$ cat config.mk
export PLATFORM = sky130hd
export DESIGN_NAME = ucode_checkpoint_monitor_flat
export DESIGN_NICKNAME = d
export VERILOG_FILES = /design/src/rtl/ucode_checkpoint_monitor_if.sv /design/src/rtl/ucode_checkpoint_monitor.sv /design/src/flat_wrapper.sv
export SDC_FILE = /design/constraint.sdc
export NUM_CORES = 2
export LEC_CHECK = 0
export CORE_UTILIZATION = 45
export CTS_CLUSTER_SIZE = 20
export DETAILED_ROUTE_END_ITERATION = 6
export HOLD_SLACK_MARGIN = 0.02
export PLACE_DENSITY = 0.63
export SKIP_CTS_REPAIR_TIMING = 1
export SYNTH_ARGS = -nofsm -noshare
export SYNTH_HDL_FRONTEND = slang
export SYNTH_SLANG_ARGS = --single-unit
$ cat constraint.sdc
create_clock -name clk -period 42.6 [get_ports clk]
set_input_delay 8.52 -clock clk [delete_from_list [all_inputs] [get_ports clk]]
set_output_delay 8.52 -clock clk [all_outputs]
set_load 0.01 [all_outputs]
$ cat src/rtl/ucode_checkpoint_monitor_if.sv
// Bundle of the checkpoint monitor's configuration, retire-stream and result signals.
// Latency: none (wiring only); the monitor registers every result it drives.
// Backpressure: none; result pulses are single-cycle and must be consumed when seen.
interface ucode_checkpoint_monitor_if #(
  parameter int PC_W    = 12,
  parameter int ENTRIES = 16,
  parameter int FAILS   = 4,
  parameter int CNT_W   = 16,
  parameter int LIMIT_W = 32
);
  // control and table loading
  logic                       start;
  logic                       cfg_we;
  logic [$clog2(ENTRIES)-1:0] cfg_idx;
  logic [1:0]                 cfg_kind;
  logic [PC_W-1:0]            cfg_from;
  logic [PC_W-1:0]            cfg_to;
  logic [PC_W-1:0]            cfg_target;
  logic                       fail_we;
  logic [$clog2(FAILS)-1:0]   fail_idx;
  logic [PC_W-1:0]            fail_addr;
  logic [LIMIT_W-1:0]         limit;
  // retire stream from the core
  logic                       retire;
  logic [PC_W-1:0]            pc_x;
  logic [PC_W-1:0]            pc_f;
  logic                       cont_pe;
  logic [PC_W-1:0]            cont_addr;
  // results
  logic                       redirect_valid;
  logic [PC_W-1:0]            redirect_addr;
  logic                       pass_valid;
  logic [$clog2(ENTRIES)-1:0] pass_idx;
  logic [ENTRIES-1:0]         hits;
  logic [CNT_W-1:0]           pass_count;
  logic [2:0]                 status;
  logic                       done;

  // Driver side: test harness / core wrapper
  modport master (
    output start, cfg_we, cfg_idx, cfg_kind, cfg_from, cfg_to, cfg_target,
    output fail_we, fail_idx, fail_addr, limit,
    output retire, pc_x, pc_f, cont_pe, cont_addr,
    input  redirect_valid, redirect_addr, pass_valid, pass_idx,
    input  hits, pass_count, status, done
  );

  // Monitor side
  modport slave (
    input  start, cfg_we, cfg_idx, cfg_kind, cfg_from, cfg_to, cfg_target,
    input  fail_we, fail_idx, fail_addr, limit,
    input  retire, pc_x, pc_f, cont_pe, cont_addr,
    output redirect_valid, redirect_addr, pass_valid, pass_idx,
    output hits, pass_count, status, done
  );
endinterface

$ cat src/rtl/ucode_checkpoint_monitor.sv
// Microcode self-test checkpoint monitor: pass/skip/end/fail table plus optional watchdog (UCODE_MON_WATCHDOG_EN).
// Latency: every result is registered, visible one cycle after the retire that caused it.
// Backpressure: none; redirect/pass pulses last one cycle, table writes are dropped while running.
module ucode_checkpoint_monitor #(
  parameter int PC_W    = 12,
  parameter int ENTRIES = 16,
  parameter int FAILS   = 4,
  parameter int CNT_W   = 16,
  parameter int LIMIT_W = 32
) (
  input logic                        clk,
  input logic                        reset,
  ucode_checkpoint_monitor_if.slave  bus
);

  localparam int IDX_W = $clog2(ENTRIES);

  localparam logic [2:0] ST_IDLE    = 3'd0;
  localparam logic [2:0] ST_RUN     = 3'd1;
  localparam logic [2:0] ST_PASS    = 3'd2;
  localparam logic [2:0] ST_FAIL    = 3'd3;
  localparam logic [2:0] ST_TIMEOUT = 3'd4;

  localparam logic [1:0] K_OFF  = 2'd0;
  localparam logic [1:0] K_PASS = 2'd1;
  localparam logic [1:0] K_SKIP = 2'd2;
  localparam logic [1:0] K_END  = 2'd3;

  localparam logic [CNT_W-1:0] CNT_ONE = {{(CNT_W-1){1'b0}}, 1'b1};

  // checkpoint table and fail labels
  logic [1:0]      kind_q   [ENTRIES];
  logic [PC_W-1:0] from_q   [ENTRIES];
  logic [PC_W-1:0] to_q     [ENTRIES];
  logic [PC_W-1:0] target_q [ENTRIES];
  logic [FAILS-1:0] fail_vld_q;
  logic [PC_W-1:0]  fail_addr_q [FAILS];

  // run state and registered outputs
  logic [2:0]         state_q, state_d;
  logic               done_q, done_d;
  logic [ENTRIES-1:0] hits_q, hits_d;
  logic [CNT_W-1:0]   cnt_q, cnt_d;
  logic               rv_q, rv_d;
  logic [PC_W-1:0]    raddr_q, raddr_d;
  logic               pv_q, pv_d;
  logic [IDX_W-1:0]   pidx_q, pidx_d;

  // match results
  logic               fail_hit;
  logic               end_hit;
  logic               skip_hit;
  logic [PC_W-1:0]    skip_tgt;
  logic [ENTRIES-1:0] pass_match;
  logic [ENTRIES-1:0] new_hits;
  logic [IDX_W-1:0]   first_idx;
  logic [CNT_W-1:0]   cnt_sat;
  logic               wdog_fire;
  logic               cfg_ok;

  // The table is frozen while a run is in progress so matches stay stable.
  assign cfg_ok = (state_q != ST_RUN);

  // Table and fail-slot storage; reset wipes the whole table.
  always_ff @(posedge clk) begin
    if (reset) begin
      for (int i = 0; i < ENTRIES; i++) begin
        kind_q[i]   <= K_OFF;
        from_q[i]   <= '0;
        to_q[i]     <= '0;
        target_q[i] <= '0;
      end
      fail_vld_q <= '0;
      for (int f = 0; f < FAILS; f++) begin
        fail_addr_q[f] <= '0;
      end
    end else begin
      if (cfg_ok && bus.cfg_we) begin
        kind_q[bus.cfg_idx]   <= bus.cfg_kind;
        from_q[bus.cfg_idx]   <= bus.cfg_from;
        to_q[bus.cfg_idx]     <= bus.cfg_to;
        target_q[bus.cfg_idx] <= bus.cfg_target;
      end
      if (cfg_ok && bus.fail_we) begin
        fail_vld_q[bus.fail_idx]  <= 1'b1;
        fail_addr_q[bus.fail_idx] <= bus.fail_addr;
      end
    end
  end

  // Compare the retiring instruction against every fail slot and table entry.
  always_comb begin
    fail_hit   = 1'b0;
    end_hit    = 1'b0;
    skip_hit   = 1'b0;
    skip_tgt   = '0;
    pass_match = '0;
    for (int f = 0; f < FAILS; f++) begin
      if (fail_vld_q[f] && (fail_addr_q[f] == bus.pc_x)) fail_hit = 1'b1;
    end
    // descending scan so the lowest matching skip entry is the one left standing
    for (int i = ENTRIES - 1; i >= 0; i--) begin
      if ((kind_q[i] == K_END) && (from_q[i] == bus.pc_x)) end_hit = 1'b1;
      if ((kind_q[i] == K_SKIP) && (from_q[i] == bus.pc_x) && (to_q[i] == bus.pc_f)) begin
        skip_hit = 1'b1;
        skip_tgt = target_q[i];
      end
      pass_match[i] = (kind_q[i] == K_PASS) && bus.cont_pe && (bus.cont_addr == from_q[i]);
    end
  end

  assign new_hits = pass_match & ~hits_q;

  // Lowest newly hit entry and the saturating count of newly hit entries.
  always_comb begin
    first_idx = '0;
    cnt_sat   = cnt_q;
    for (int i = ENTRIES - 1; i >= 0; i--) begin
      if (new_hits[i]) first_idx = IDX_W'(i);
    end
    for (int i = 0; i < ENTRIES; i++) begin
      if (new_hits[i] && (cnt_sat != {CNT_W{1'b1}})) cnt_sat = cnt_sat + CNT_ONE;
    end
  end

`ifdef UCODE_MON_WATCHDOG_EN
  localparam logic [LIMIT_W-1:0] LIMIT_ONE = {{(LIMIT_W-1){1'b0}}, 1'b1};
  logic [LIMIT_W-1:0] wdog_q, wdog_d;

  assign wdog_fire = (bus.limit != '0) && (wdog_q == bus.limit - LIMIT_ONE);

  // Watchdog counts every cycle spent in RUN, restarting from zero on arm.
  always_comb begin
    wdog_d = wdog_q;
    if (state_q == ST_RUN) begin
      wdog_d = wdog_q + LIMIT_ONE;
    end else if (bus.start) begin
      wdog_d = '0;
    end
  end

  // Watchdog counter register.
  always_ff @(posedge clk) begin
    if (reset) wdog_q <= '0;
    else       wdog_q <= wdog_d;
  end
`else
  logic unused_limit;
  assign unused_limit = ^bus.limit;
  assign wdog_fire    = 1'b0;
`endif

  // Run-state sequencing and event selection for each retire.
  always_comb begin
    state_d = state_q;
    hits_d  = hits_q;
    cnt_d   = cnt_q;
    rv_d    = 1'b0;
    raddr_d = raddr_q;
    pv_d    = 1'b0;
    pidx_d  = pidx_q;
    if (state_q == ST_RUN) begin
      if (bus.retire) begin
        if (fail_hit) begin
          state_d = ST_FAIL;
        end else if (end_hit) begin
          state_d = ST_PASS;
        end else begin
          // a retire right after a redirect still carries the pre-jump pc_f
          if (skip_hit && !rv_q) begin
            rv_d    = 1'b1;
            raddr_d = skip_tgt;
          end
          if (|new_hits) begin
            hits_d = hits_q | new_hits;
            pv_d   = 1'b1;
            pidx_d = first_idx;
            cnt_d  = cnt_sat;
          end
        end
      end
      if ((state_d == ST_RUN) && wdog_fire) state_d = ST_TIMEOUT;
    end else if (bus.start) begin
      state_d = ST_RUN;
      hits_d  = '0;
      cnt_d   = '0;
    end
    done_d = (state_d == ST_PASS) || (state_d == ST_FAIL) || (state_d == ST_TIMEOUT);
  end

  // Registered run state and outputs.
  always_ff @(posedge clk) begin
    if (reset) begin
      state_q <= ST_IDLE;
      done_q  <= 1'b0;
      hits_q  <= '0;
      cnt_q   <= '0;
      rv_q    <= 1'b0;
      raddr_q <= '0;
      pv_q    <= 1'b0;
      pidx_q  <= '0;
    end else begin
      state_q <= state_d;
      done_q  <= done_d;
      hits_q  <= hits_d;
      cnt_q   <= cnt_d;
      rv_q    <= rv_d;
      raddr_q <= raddr_d;
      pv_q    <= pv_d;
      pidx_q  <= pidx_d;
    end
  end

  assign bus.redirect_valid = rv_q;
  assign bus.redirect_addr  = raddr_q;
  assign bus.pass_valid     = pv_q;
  assign bus.pass_idx       = pidx_q;
  assign bus.hits           = hits_q;
  assign bus.pass_count     = cnt_q;
  assign bus.status         = state_q;
  assign bus.done           = done_q;

endmodule

$ cat src/flat_wrapper.sv
// flat-port wrapper written by rule: the top's interface ports become plain ports
module ucode_checkpoint_monitor_flat 
#(
  parameter int PC_W    = 12,
  parameter int ENTRIES = 16,
  parameter int FAILS   = 4,
  parameter int CNT_W   = 16,
  parameter int LIMIT_W = 32
)
  (clk, reset, bus_start, bus_cfg_we, bus_cfg_idx, bus_cfg_kind, bus_cfg_from, bus_cfg_to, bus_cfg_target, bus_fail_we, bus_fail_idx, bus_fail_addr, bus_limit, bus_retire, bus_pc_x, bus_pc_f, bus_cont_pe, bus_cont_addr, bus_redirect_valid, bus_redirect_addr, bus_pass_valid, bus_pass_idx, bus_hits, bus_pass_count, bus_status, bus_done);
  ucode_checkpoint_monitor_if #(.PC_W(PC_W), .ENTRIES(ENTRIES), .FAILS(FAILS), .CNT_W(CNT_W), .LIMIT_W(LIMIT_W)) bus_i ();
  input logic clk;
  input logic reset;
  input wire logic [$bits(bus_i.start)-1:0] bus_start;
  input wire logic [$bits(bus_i.cfg_we)-1:0] bus_cfg_we;
  input wire logic [$bits(bus_i.cfg_idx)-1:0] bus_cfg_idx;
  input wire logic [$bits(bus_i.cfg_kind)-1:0] bus_cfg_kind;
  input wire logic [$bits(bus_i.cfg_from)-1:0] bus_cfg_from;
  input wire logic [$bits(bus_i.cfg_to)-1:0] bus_cfg_to;
  input wire logic [$bits(bus_i.cfg_target)-1:0] bus_cfg_target;
  input wire logic [$bits(bus_i.fail_we)-1:0] bus_fail_we;
  input wire logic [$bits(bus_i.fail_idx)-1:0] bus_fail_idx;
  input wire logic [$bits(bus_i.fail_addr)-1:0] bus_fail_addr;
  input wire logic [$bits(bus_i.limit)-1:0] bus_limit;
  input wire logic [$bits(bus_i.retire)-1:0] bus_retire;
  input wire logic [$bits(bus_i.pc_x)-1:0] bus_pc_x;
  input wire logic [$bits(bus_i.pc_f)-1:0] bus_pc_f;
  input wire logic [$bits(bus_i.cont_pe)-1:0] bus_cont_pe;
  input wire logic [$bits(bus_i.cont_addr)-1:0] bus_cont_addr;
  output wire logic [$bits(bus_i.redirect_valid)-1:0] bus_redirect_valid;
  output wire logic [$bits(bus_i.redirect_addr)-1:0] bus_redirect_addr;
  output wire logic [$bits(bus_i.pass_valid)-1:0] bus_pass_valid;
  output wire logic [$bits(bus_i.pass_idx)-1:0] bus_pass_idx;
  output wire logic [$bits(bus_i.hits)-1:0] bus_hits;
  output wire logic [$bits(bus_i.pass_count)-1:0] bus_pass_count;
  output wire logic [$bits(bus_i.status)-1:0] bus_status;
  output wire logic [$bits(bus_i.done)-1:0] bus_done;
  assign bus_i.start = bus_start;
  assign bus_i.cfg_we = bus_cfg_we;
  assign bus_i.cfg_idx = bus_cfg_idx;
  assign bus_i.cfg_kind = bus_cfg_kind;
  assign bus_i.cfg_from = bus_cfg_from;
  assign bus_i.cfg_to = bus_cfg_to;
  assign bus_i.cfg_target = bus_cfg_target;
  assign bus_i.fail_we = bus_fail_we;
  assign bus_i.fail_idx = bus_fail_idx;
  assign bus_i.fail_addr = bus_fail_addr;
  assign bus_i.limit = bus_limit;
  assign bus_i.retire = bus_retire;
  assign bus_i.pc_x = bus_pc_x;
  assign bus_i.pc_f = bus_pc_f;
  assign bus_i.cont_pe = bus_cont_pe;
  assign bus_i.cont_addr = bus_cont_addr;
  assign bus_redirect_valid = bus_i.redirect_valid;
  assign bus_redirect_addr = bus_i.redirect_addr;
  assign bus_pass_valid = bus_i.pass_valid;
  assign bus_pass_idx = bus_i.pass_idx;
  assign bus_hits = bus_i.hits;
  assign bus_pass_count = bus_i.pass_count;
  assign bus_status = bus_i.status;
  assign bus_done = bus_i.done;
  ucode_checkpoint_monitor #(.PC_W(PC_W), .ENTRIES(ENTRIES), .FAILS(FAILS), .CNT_W(CNT_W), .LIMIT_W(LIMIT_W)) u_core (.clk(clk), .reset(reset), .bus(bus_i));
endmodule
==> impl_results.md <==
* Status: finished, final reports clean
* Minimum clock period at 38.24 ns
* F_max at 26.2 MHz
* Number of synthesis warnings at 0
* Cell count after synthesis at 4,900
* Root buffer cell: clkbuf_16
* Max incr delay on CP at 0.84 ns
* WL/cell at 24.0 um
* Leading area contributor after synthesis: edfxtp_1
* Max-cap violations at 0
* End-of-flow core utilization at 50.3%
* HP Class: flip-flop to flip-flop
* HPWL Detailed at 106,000 um
* Unique masters post-synth at 131
* RePlAce Congestion at 0.909
* CP max-delay cell: o41ai_1
* Primary FF master, synth: edfxtp_1
* Mean Syn Cell Area at 9.90 um^2
* PD cells at 29.3 nW/um^2
* Layout Skew at 0.0215 ns
* I/O pin cnt at 185
* Final setup vio count at 0
* Core area at 107,000 um^2
* Max VDD drop at 0.0000323 V
* Fin cells at 6,403
* Slew at the pin closest to its max-slew limit at 1.32 ns
* Final Instance Area at 53,900 um^2
* Die height at 330 um
* Buf+Inv Stages, Crit Path at 12
* Global Route Usage Sum at 27.6%
* Leading post-synthesis cells by cell area: edfxtp_1 (41%), and2_1 (8.9%), xnor2_1 (8.0%), xor2_1 (5.9%), dfxtp_1 (2.4%)
* Worst-path clk slew at 0.05 ns
* Max-slew violation count at 0
* Required time of the critical path at 43.09 ns
* DR DRC count at 0
* CP most frequent cell: ha_1
* CTS tree: yes
* Synth Register Bits at 714
* Layout cell share with drive strength beyond 1 at 9.52%
* Worst Path Max Fanout at 16
* Post-route ant nets at 0
* Final period util at 89.8%
* Post-synthesis sequential area ratio at 43.0%
* Synth Cell Area at 48,500 um^2
* WHS at 0.453 ns
* First-pass GRT wire length at 228,000 um
* Worst Setup Start Kind: primary input
* CTS Sinks at 714
* CP endpoint kind: flip-flop
* Die Width at 330 um
* Initial antenna violation count at 4
* Buffers on Ports at 152
* Critical path's top delay family: simple AND/OR/NAND/NOR gates
* DP Area at 51,500 um^2
* Arr. time, crit path at 38.73 ns
* Layout area overhead at 11.1%
* Total negative slack at 0 ns
* Critical path class: primary input to flip-flop
* Clock buffer count from CTS at 76
* Ys async rst share at 0%
* Dpl ws at 4.25 ns
* Slew headroom at 11.9%
* Detailed Route WL at 153,000 um
* Largest net degree at the start of global routing at 40
* Detailed Routing Iterations Pass 1 at 5
* DR iter-0 viols at 3,183
* PnR worst setup slack at 4.36 ns
* Max Root-Sink Buffers at 3
* Placed Instances at 6,267
* Full die area at 109,000 um^2
* Final Hold Fails at 0
* Layout net count at 5,089
* # rows at 120
* GR Overflow Total at 0
* Vias in the first global route at 37,000
* Design Power at 1.58 mW
* Htree depth at 3
* Post-synth EDFFs at 656
* Starting Density at 45.3%
* Syn Nets at 5,047
* Post-synth top area share at 40.6%
* Leakage dissipation at 19.0 nW
* N_diodes at 0
* Vias per cell at 5.94
* Routed via count at 38,000
* RSZ-0062 raised after global routing: false
* Worst-skew pair later-pin latency at 0.64 ns
registers in the layout, indices dropped and copies added (netlist names), 3 cells and up:
name / flops
u_core.bus.pass_idx: 4
u_core.bus.pass_count: 16
u_core.to_q: 192
u_core.kind_q: 32
u_core.fail_vld_q: 4
u_core.bus.redirect_addr: 12
u_core.from_q: 192
u_core.target_q: 192
u_core.bus.status: 3
u_core.bus.hits: 16
u_core.fail_addr_q: 48
cell families (layout without fill, tap and decap cells):
logic type / count (synthesis) / after routing / share of synthesized area [%]
mux: 178 / 178 / 3.91
compound gates: 714 / 714 / 10.4
simple gates: 2130 / 2130 / 25.0
buf+inv: 371 / 471 / 3.04
xor+xnor: 777 / 777 / 14.2
fa+ha+maj: 16 / 16 / 0.413
flops: 714 / 714 / 43.0
power breakdown:
part | internal, mW | leakage [nW] | switching [mW]
sequential | 0.790 | 7.27 | 0.0136
combinational | 0.0470 | 10.5 | 0.0856
clock | 0.365 | 1.13 | 0.280
total | 1.20 | 19.0 | 0.380
layout make-up:
type	count	area, um^2
Clock buffer	99	2050
Clock inverter	37	315
Fill cell	9817	53200
Inverter	85	319
Multi-Input combinational cell	3815	26400
Sequential cell	714	20900
Tap cell	1403	1760
Timing Repair Buffer	250	2200
cell usage after synthesis (all sizes together) (49+ instances only):
library cell    n
nor4          133
dfxtp          58
mux2i          88
nor3          147
inv            85
o21ai         148
xor2          330
nand4         131
mux2           90
edfxtp        656
clkbuf        200
nand3         157
nand2         288
xnor2         445
a21oi         160
or2            49
nor2          269
buf            86
and3           63
and2          691
layer usage:
layer / vias up / share of wire (%) / GRT usage (%)
li1: 17800 / - / -
met1: 18700 / 41 / 33.9
met2: 1223 / 51 / 49.5
met3: 301 / 4.9 / 2.70
met4: 4 / 3.6 / 10.5
met5: - / 0.018 / 0
layout by cell type, fill, tap and decap left out, types with 34 or more instances in the layout:
master / instances
xor2_1: 328
mux2i_1: 87
clkdlybuf4s50_1: 140
and3_1: 63
mux2_2: 85
nand2_1: 285
o21ai_0: 105
xnor2_1: 442
a21oi_1: 155
nor3_1: 133
or2_2: 43
and2_1: 688
nor2_1: 254
dfxtp_1: 58
nand3_1: 151
nor4_1: 119
o31ai_1: 34
buf_4: 98
clkbuf_16: 79
edfxtp_1: 656
inv_1: 84
nand4_1: 127
a31oi_1: 43
worst min-delay path, delay by kind of cell (launching register included):
| family | cells | cell delay, ns |
|---|---|---|
| flip-flops | 1 | 0.31 |
| AND/OR/NAND/NOR | 1 | 0.05 |
| AO/OA/AOI/OAI | 1 | 0.05 |
worst paths after layout:
path / end / slack [ns] / start / cells past startpoint
hold / removal: u_core.bus.pass_idx[1]$_SDFFE_PP0P_ / 0.45 / u_core.bus.pass_idx[1]$_SDFFE_PP0P_ / 2
setup / recovery: u_core.bus.pass_count[9]$_SDFFE_PP0P_ / 4.36 / bus_cont_addr[7] / 100
hold reg to reg: u_core.bus.pass_idx[1]$_SDFFE_PP0P_ / 0.45 / u_core.bus.pass_idx[1]$_SDFFE_PP0P_ / 2
setup reg to reg: u_core.bus.pass_count[9]$_SDFFE_PP0P_ / 12.51 / u_core.bus.pass_count[0]$_SDFFE_PP0P_ / 98
Note: power is estimated with default switching activity, not from simulation.
